--- src/rtl/router_input_ctrl.sv ---
// Ingress controller of the packet switch: parses header/payload/parity bytes,
// steers them into one of NUM_PORTS output FIFOs and keeps packet statistics.
module router_input_ctrl #(
   parameter int NUM_PORTS = 3,
   parameter int CNT_W     = 16
) (
   input  logic                 clk,
   input  logic                 reset,
   input  logic [7:0]           in_data,
   input  logic                 in_valid,
   output logic                 in_busy,
   input  logic [NUM_PORTS-1:0] fifo_full,
   output logic [NUM_PORTS-1:0] fifo_wr,
   output logic [7:0]           fifo_data,
   output logic                 pkt_done,
   output logic                 parity_err,
   output logic [CNT_W-1:0]     pkt_cnt,
   output logic [CNT_W-1:0]     err_cnt,
   output logic [CNT_W-1:0]     drop_cnt
);

   typedef enum logic [1:0] {IDLE, PAYLOAD, PARITY, DROP} state_t;

   localparam logic [2:0] NP = 3'(NUM_PORTS);

   state_t     state;
   logic [1:0] sel;
   logic [7:0] par;
   logic [5:0] remaining;

   logic [1:0] hdr_addr;
   logic [5:0] hdr_len;
   logic       hdr_legal;
   logic [3:0] full_pad;
   logic       accept;
   logic       fwd_byte;
   logic [1:0] wr_port;

   assign hdr_addr  = in_data[1:0];
   assign hdr_len   = in_data[7:2];
   assign hdr_legal = ({1'b0, hdr_addr} < NP);
   // Padding lets an illegal header address index the full flags safely.
   assign full_pad  = 4'(fifo_full);
   assign fifo_data = in_data;
   assign accept    = in_valid && !in_busy;

   always_comb begin
      in_busy = 1'b0;
      case (state)
         IDLE:            in_busy = in_valid && hdr_legal && full_pad[hdr_addr];
         PAYLOAD, PARITY: in_busy = full_pad[sel];
         default:         in_busy = 1'b0;
      endcase
   end

   always_comb begin
      fwd_byte = 1'b0;
      wr_port  = sel;
      case (state)
         IDLE: begin
            fwd_byte = hdr_legal;
            wr_port  = hdr_addr;
         end
         PAYLOAD, PARITY: fwd_byte = 1'b1;
         default:         fwd_byte = 1'b0;
      endcase
      for (int i = 0; i < NUM_PORTS; i++)
         fifo_wr[i] = accept && fwd_byte && (wr_port == 2'(i));
   end

   always_ff @(posedge clk or posedge reset) begin
      if (reset) begin
         state      <= IDLE;
         sel        <= '0;
         par        <= '0;
         remaining  <= '0;
         pkt_done   <= 1'b0;
         parity_err <= 1'b0;
         pkt_cnt    <= '0;
         err_cnt    <= '0;
         drop_cnt   <= '0;
      end else begin
         pkt_done   <= 1'b0;
         parity_err <= 1'b0;
         if (accept) begin
            case (state)
               IDLE: begin
                  remaining <= hdr_len;
                  if (hdr_legal) begin
                     sel   <= hdr_addr;
                     par   <= in_data;
                     state <= (hdr_len != 6'd0) ? PAYLOAD : PARITY;
                  end else begin
                     state <= DROP;
                  end
               end
               PAYLOAD: begin
                  par       <= par ^ in_data;
                  remaining <= remaining - 6'd1;
                  if (remaining == 6'd1)
                     state <= PARITY;
               end
               PARITY: begin
                  pkt_done   <= 1'b1;
                  parity_err <= (in_data != par);
                  if (in_data != par)
                     err_cnt <= err_cnt + CNT_W'(1);
                  else
                     pkt_cnt <= pkt_cnt + CNT_W'(1);
                  state <= IDLE;
               end
               DROP: begin
                  // remaining==0 means the byte in hand is the parity byte.
                  if (remaining == 6'd0) begin
                     drop_cnt <= drop_cnt + CNT_W'(1);
                     state    <= IDLE;
                  end else begin
                     remaining <= remaining - 6'd1;
                  end
               end
               default: state <= IDLE;
            endcase
         end
      end
   end

endmodule

--- config.mk ---
export PLATFORM = sky130hd
export DESIGN_NAME = router_input_ctrl
export DESIGN_NICKNAME = d
export VERILOG_FILES = /design/src/rtl/router_input_ctrl.sv
export SDC_FILE = /design/constraint.sdc
export NUM_CORES = 1
export LEC_CHECK = 0
export BUFFER_PORTS_ARGS = -buffer_cell sky130_fd_sc_hd__buf_4
export CAP_MARGIN = 20
export CORE_MARGIN = 2
export CORE_UTILIZATION = 51
export CTS_CLUSTER_SIZE = 24
export DETAILED_ROUTE_END_ITERATION = 6
export PLACE_DENSITY_LB_ADDON = 0.05
export SKIP_CTS_REPAIR_TIMING = 1
export SLEW_MARGIN = 40
export SYNTH_ARGS = -nofsm -noshare
export SYNTH_HDL_FRONTEND = slang
export SYNTH_SLANG_ARGS = --single-unit
--- constraint.sdc ---
create_clock -name clk -period 4.4 [get_ports clk]
set_input_delay 0 -clock clk [delete_from_list [all_inputs] [get_ports clk]]
set_output_delay 0 -clock clk [all_outputs]
set_load 0.02 [all_outputs]
== After elaboration in Yosys (flattened, before gate mapping) ==
Index checks and enable logic that the tools add are counted.
Cells by class
  $add $sub $neg: 4
  muxes and demuxes: 20
  reductions and logical operators: 22
  $lt $le $gt $ge: 3
  bitwise logic cells: 2
  equal/unequal tests: 11
Operators by type and width (number)
  16-bit by 1-bit adder with 16-bit output, second input constant: 3
  3-bit AND reduction: 7
  6-bit case mux with 3 select lines: 1
  8-bit case mux with 2 select lines: 1
  2-bit 2-to-1 mux: 5
  8-bit 2-to-1 mux: 1
  2-bit inequality test, second input constant: 4
  8-bit inequality test: 1
  2-bit case mux with 4 select lines: 1
  8-bit XOR: 1
  1-bit logical AND: 7
  2-bit == test, second input constant: 3
  6-bit by 1-bit == test with 1-bit output, second input constant: 1
  6-bit logical NOT: 1
  2-bit by 3-bit less-than comparator with 1-bit output, second input constant: 2
  1-bit 2-to-1 mux: 6
  6-bit 2-to-1 mux: 1
  6-bit nonzero test: 1
  6-bit by 1-bit subtractor with 6-bit output, second input constant: 1
  1-bit binary-select mux with 2-bit select: 2
  2-bit by 1-bit == test with 1-bit output, second input constant: 2
  2-bit logical NOT: 2
  1-bit case mux with 2 select lines: 2
  3-bit nonzero test: 1
  other kinds (5): 5
Storage, ports and cells
  register bits after elaboration: 68
  bits of input ports: 14
  output and inout port bits: 62
  logic and storage cells: 71

== Depth between registers and ports, before layout ==
Gate-level depths: netlist (run 1).
  depth in word-level cells: 8
  mapped depth: 8
  mapped depth without buffers: 7

== Least setup slack after synthesis (run 1) ==
No wires, ideal clock.
  kind: register to register
  start point: register state[0]
  end point: register par[2]
  data arrival time: 1.774 ns
  required time: 4.250 ns
  setup time: 0.150 ns
  setup slack: 2.476 ns
  buffers on the path: 0
  period minus slack after synthesis: 1.924 ns
  cell stages (with the launch flop): 7
  path through: dfrtp_1 -> inv_1 -> ha_1 -> a21boi_0 -> a21oi_1 -> a211oi_2 -> a22oi_1
Between the ends
  cells in the longest elaborated chain, start to end: 6
  elaborated cells on any way between the ends: 11
  classes of those cells: 3 x eq/ne; 2 x mux; 6 x reduce/logical
RTL lines
  start, declared: RTL line 26  | state_t state;
  start signal, assigned: RTL line 92  | state <= (hdr_len != 6'd0) ? PAYLOAD : PARITY;
  2-bit == test or 2-bit by 1-bit == test with 1-bit output (tied branches): RTL line 49, 86
  2-bit OR reduction: RTL line 49  | case (state)
  1-bit case mux with 2 select lines: RTL line 49
  1-bit logical NOT: RTL line 45  | assign accept = in_valid && !in_busy;
  1-bit logical AND: RTL line 45
  3-bit AND reduction (no line)
  end signal, assigned: RTL line 91  | par <= in_data;
  end signal, assigned: RTL line 98  | par <= par ^ in_data;
  end, declared: RTL line 28  | logic [7:0] par;
Parallel ways exist; a longest one is shown, timed or not.
A chain may end at the register's enable or synchronous reset.

== Worst setup path in the final report (run 1) ==
  start point: register state[0]
  end point: register par[5]
Same word-level chain as after synthesis.

==> results of run 1 <==
-- worst min-delay path, delay by kind of cell --
kind | cells | cell delay (ns)
mux | 1 | 0.13
compound gates | 1 | 0.06
buf+inv | 1 | 0.12
-- logic make-up after synthesis --
family,synth area share
muxes,0.02402
buffers and inverters,0.06457
and+or+nand+nor,0.1594
DFF,0.4242
xor gates and xnor gates,0.1157
adders and majority gates,0.03119
AOI/OAI and AO/OA,0.1809
-- sequential cells by signal (all words and copies together) (netlist names) --
name        flops
drop_cnt       16
err_cnt        16
pkt_cnt        16
par             8
remaining       6
sel             2
state           2
parity_err      1
pkt_done        1
-- path summary, 6_finish.rpt --
kind | slack (ns) | endpoint | from
worst max-delay path | 1.80 | par[5]$_DFFE_PP0P_ | state[0]$_DFFE_PP0P_
worst min-delay path | 0.01 | remaining[1]$_DFFE_PP0P_ | in_data[3]
worst max register to register | 1.80 | par[5]$_DFFE_PP0P_ | state[0]$_DFFE_PP0P_
worst min register to register | 0.47 | pkt_cnt[15]$_DFFE_PP0P_ | pkt_cnt[15]$_DFFE_PP0P_
max in group asynchronous | 3.20 | pkt_cnt[1]$_DFFE_PP0P_ | reset
min in group asynchronous | 0.23 | remaining[2]$_DFFE_PP0P_ | reset
-- cell type report --
| type | count | area [µm²] |
|---|---|---|
| Clock inverter | 7 | 67.56 |
| Timing Repair Buffer | 83 | 628.1 |
| Multi-Input combinational cell | 285 | 2051 |
| Clock buffer | 9 | 123.9 |
| Fill cell | 707 | 2905 |
| Tap cell | 102 | 127.6 |
| Inverter | 22 | 82.58 |
| Sequential cell | 68 | 1702 |
-- placed cells by master (no fill, tap or decap), types with 15 or more instances in the layout --
cell type	n
nand3_1	20
dfrtp_1	68
nor2_1	21
xnor2_1	39
o2111ai_1	17
inv_1	20
nand4_1	15
o211ai_1	17
and3_1	16
o21ai_0	16
buf_4	81
-- power groups by stage --
stage | Sequential (mW) | Clock [mW] | Combinational (mW)
after CTS | 0.869 | 0.524 | 1.02
final | 0.874 | 0.512 | 1.02
after global routing | 0.889 | 0.553 | 1.14
after global placement | 0.876 | 0 | 0.989
after detailed placement | 0.881 | 0 | 1.02
after floorplan | 0.887 | 0 | 0.731
-- metal layers --
metal | share of wire | GRT usage
met2 | 0.47 | 0.3625
met3 | 0.047 | 0.05614
met4 | 0.016 | 0.07721
met1 | 0.47 | 0.3180
met5 | 0 | 0
-- per-stage QoR --
stage               power, mW    util  cells  hold slack [ns]
finish                  2.409  0.6221    576          0.01352
global route            2.579  0.6221    576          0.02102
CTS                     2.417  0.6195    574          -0.3313
detailed placement      1.902  0.5946    558          0.05272
global placement        1.864  0.5926    556          0.05783
floorplan               1.618       -    405           0.1126
==> metrics, run 1 <==
RSZ-0062 raised after global routing false; kind of critical path register to register; Core Area 7687 µm²; Internal 1.388 mW; gr usage total 0.2318; Setup WS post-layout 1.797 ns; CP max FO 15; Iteration-0 DRC Markers 166; synth cell count leaders dfrtp_1 (68), xnor2_1 (39), inv_1 (21), nor2_1 (21), nand3_1 (20); CTS tree done; first-pass GRT wire length 15,810 µm; endpoints failing setup 0; # diodes 0; Period minus WS final 2.603 ns; cells after synthesis 405; CTS root buf clkbuf_8; Chip Height 92.69 µm; Fin Setup TNS 0 ns; largest net degree at the start of global routing 49; Vias per Instance 5.837; clk_lat worst skew 0.35 ns; final hold violation count 0; IO Port Bufs 75; Flop pwr share 0.363; grt ovf 0; CP Cell Sequence inv_1, ha_1, a21boi_0, a21oi_1, a211oi_2, a22oi_1; Netlist Area Pre-Place 4011 µm²; worst stage delay on the critical path 0.59 ns; Mean Syn Cell Area 9.905 µm²; Sw Share 0.4238; Comb power frac 0.425; DR vias 3,362; Max Cap Violations 0; R2R depth 6; CTS Buffer Depth 2; Async SR Flop Fraction 1.000; worst vdd ir 404.3 µV; Synthesis Warnings 0; vias in the first global route 3,171; Unique masters post-synth 50; area delta synth->final 19.21%; Top FF cell, synth dfrtp_1; CP Capture Type register; Design Area, Final 4782 µm²; crit path launch type register; initial antenna violation count 0; CP max stage cell a211oi_2; WL final 9448 µm; leakage power 2.207 nW; total CTS buffers 9; top-count cell post-synth dfrtp_1; period utilization 0.5916; critical path data arrival time 2.80 ns; row count 32; Max Slew Vio Count 0; DIE WIDTH 92.69 µm; Reg clk slew, reported paths 0.08 ns; fmax 0.3842 GHz; dpl hpwl 6562 µm; DRC Markers 0; Antenna Violating Nets Remaining 0; Worst Path Buf+Inv 1; Layout Nets 493; Post-Place Setup Slack 1.803 ns; Seq/Total Area, Yosys 0.4242; flops & latches, synth 68; Critical Path RT 4.60 ns; Power Density 503.8 nW/µm²; Cell Area, Placed 4571 µm²; Area contributors post-synth dfrtp_1 (42%), xnor2_1 (8.5%), o2111ai_1 (3.7%), o211ai_1 (3.2%), ha_1 (3.1%); drt first pass iters 4; Psw 1.021 mW; slew margin rel. 0.5287; Post-synth EDFFs 0; layout cells sized above 1 0.2363; wire per inst 16.40 µm; delay-heaviest family, CP compound AO/OA/AOI/OAI gates; hold path depth 3; slew at the pin closest to its max-slew limit 0.7070 ns; H-tree Lvls 3; Clk network pwr share 0.213; Clock Skews 0.006058 ns; RD Place Congestion 0.8296; post-synth top area cell dfrtp_1; full die area 8591 µm²; run status finished, final reports clean; initial core utilization 0.5218; IO Count 76; Sink Count 68; Synth Net Count 429; total stage count of the critical path 6; area share of the largest cell type after synthesis 0.4242; Hold Path Class input port to register
Power figures use the tool's default switching activity.
==> run 2, diff against run 1 <==
--- a/config.mk
+++ b/config.mk
@@ -8,7 +8,7 @@
 export BUFFER_PORTS_ARGS = -buffer_cell sky130_fd_sc_hd__buf_4
 export CAP_MARGIN = 20
 export CORE_MARGIN = 2
-export CORE_UTILIZATION = 51
+export CORE_UTILIZATION = 50
 export CTS_CLUSTER_SIZE = 24
 export DETAILED_ROUTE_END_ITERATION = 6
 export PLACE_DENSITY_LB_ADDON = 0.05
==> constraint.sdc (replaced) <==
create_clock -name clk -period 2.1 [get_ports clk]
set_input_delay 0 -clock clk [delete_from_list [all_inputs] [get_ports clk]]
set_output_delay 0 -clock clk [all_outputs]
set_load 0.02 [all_outputs]
==> run 2 against run 1 <==
Effect of this change:
- core utilization grew 2.0 points
- sequential share of layout area shrank 1.5 points
- cell area grew 4.3%
- clock-buffer cell count grew 1
- critical path depth fell by 1
- worst setup slack got worse by 1.7 ns
- clock power grew to 2.6 times the previous value
- highest routed layer unchanged
- sequential power up 110%
- global-route usage fell by 1.0 points
- cell count rose by 2.8%
- worst hold slack worse by 0.011 ns
==> metrics, run 2 (synthesized netlist as in run 1, its figures left out) <==
run status finished, final reports clean; Fin Hold WS 0.002216 ns; H-tree Lvls 3; DIE WIDTH 93.57 µm; grt ovf 0; area delta synth->final 24.36%; Clk network pwr share 0.243; Clock Skews 0.007444 ns; drt first pass iters 4; Reg clk slew, reported paths 0.08 ns; IO Port Bufs 75; total CTS buffers 9; WL final 9456 µm; Period minus WS final 2.023 ns; CP max FO 8; crit path launch type register; layout cells sized above 1 0.2714; Sink Count 68; Max Slew Vio Count 0; Core Area 7767 µm²; commonest cells after routing, fill and taps aside buf_4 (97), dfrtp_1 (68), xnor2_1 (39); Max Cap Violations 0; kind of critical path register to register; Power Density 1111 nW/µm²; slew margin rel. 0.6118; Iteration-0 DRC Markers 133; RD Place Congestion 0.8872; fin cells 592; Chip Height 93.57 µm; gr usage total 0.2216; Cells after DPL 572; wire per inst 15.97 µm; Antenna Violating Nets Remaining 0; Design Area, Final 4989 µm²; row count 32; Sw Share 0.3964; Post-Place Setup Slack -0.04831 ns; DRC Markers 0; Setup WS post-layout 0.07675 ns; Flop pwr share 0.330; Vias per Instance 5.799; Critical Path RT 2.33 ns; CTS tree done; fmax 0.4943 GHz; Comb power frac 0.428; clk_lat worst skew 0.35 ns; critical path data arrival time 2.26 ns; dpl hpwl 6723 µm; first-pass GRT wire length 15,300 µm; CTS Buffer Depth 2; initial core utilization 0.5164; Psw 2.197 mW; final hold violation count 0; CTS root buf clkbuf_8; Hold Path Class input port to register; endpoints failing setup 0; full die area 8755 µm²; Top Registers drop_cnt: 16 flops, err_cnt: 16 flops, pkt_cnt: 16 flops; IO Count 76; Internal 3.345 mW; largest net degree at the start of global routing 43; # diodes 0; commonest non-fill, non-tap cell in the layout buf_4; leakage power 2.313 nW; slew at the pin closest to its max-slew limit 0.5814 ns; Fin Setup TNS 0 ns; worst vdd ir 649.5 µV; Layout Nets 509; period utilization 0.9635; CP Capture Type register; initial antenna violation count 0; Cell Area, Placed 4688 µm²; vias in the first global route 3,156; DR vias 3,433
run 2: changes by cell type in the layout (fill, tap and decap cells not counted), moves of 2 or more:
cell and change:
buf_4 +16, clkinv_2 -3, bufinv_16 +2, nor4_1 -2
nor4_2 +2
run 2: through the flow:
stage                 util  power [mW]
floorplan                -       3.389
global placement    0.6036       4.049
detailed placement  0.6036       4.106
CTS                 0.6356       5.467
global route        0.6422       5.883
finish              0.6422       5.541
run 2: worst max-delay path, cell delays in order (launching register included):
cell and delay, ns:
dfrtp_1 0.41, xor2_1 0.19, nor4_2 0.45, nand2_1 0.29
o211ai_1 0.20, mux2_2 0.36
run 2: layout make-up:
class / count / area, µm²
flip-flops and latches: 68 / 1702
clock buffers: 10 / 137.6
repair buffers: 99 / 758.2
inverters: 22 / 82.58
multi-input cells: 285 / 2069
well taps: 102 / 127.6
fillers: 673 / 2779
clock inverters: 6 / 111.4
run 2: path summary, 6_finish.rpt:
| kind | end | depth (start not counted) | startpoint | slack (ns) |
|---|---|---|---|---|
| setup / recovery | err_cnt[1]$_DFFE_PP0P_ | 5 | par[7]$_DFFE_PP0P_ | 0.08 |
| hold / removal | sel[1]$_DFFE_PP0P_ | 2 | in_data[1] | 0.002 |
| setup reg to reg | err_cnt[1]$_DFFE_PP0P_ | 5 | par[7]$_DFFE_PP0P_ | 0.08 |
| hold reg to reg | pkt_cnt[15]$_DFFE_PP0P_ | 1 | pkt_cnt[15]$_DFFE_PP0P_ | 0.47 |
| max in group asynchronous | par[0]$_DFFE_PP0P_ | 4 | reset | 1.20 |
| min in group asynchronous | drop_cnt[2]$_DFFE_PP0P_ | 3 | reset | 0.27 |
run 2: power groups by stage:
stage / registers (mW) / logic [mW] / clock network, mW
floorplan: 1.86 / 1.53 / 0
detailed placement: 1.85 / 2.26 / 0
global placement: 1.83 / 2.22 / 0
finish: 1.83 / 2.37 / 1.34
global route: 1.86 / 2.60 / 1.42
CTS: 1.82 / 2.27 / 1.37
run 2: layer usage:
metal | GRT usage | share of wire
met5 | 0 | 0
met3 | 0.03948 | 0.044
met2 | 0.3579 | 0.48
met4 | 0.07729 | 0.014
met1 | 0.3011 | 0.46
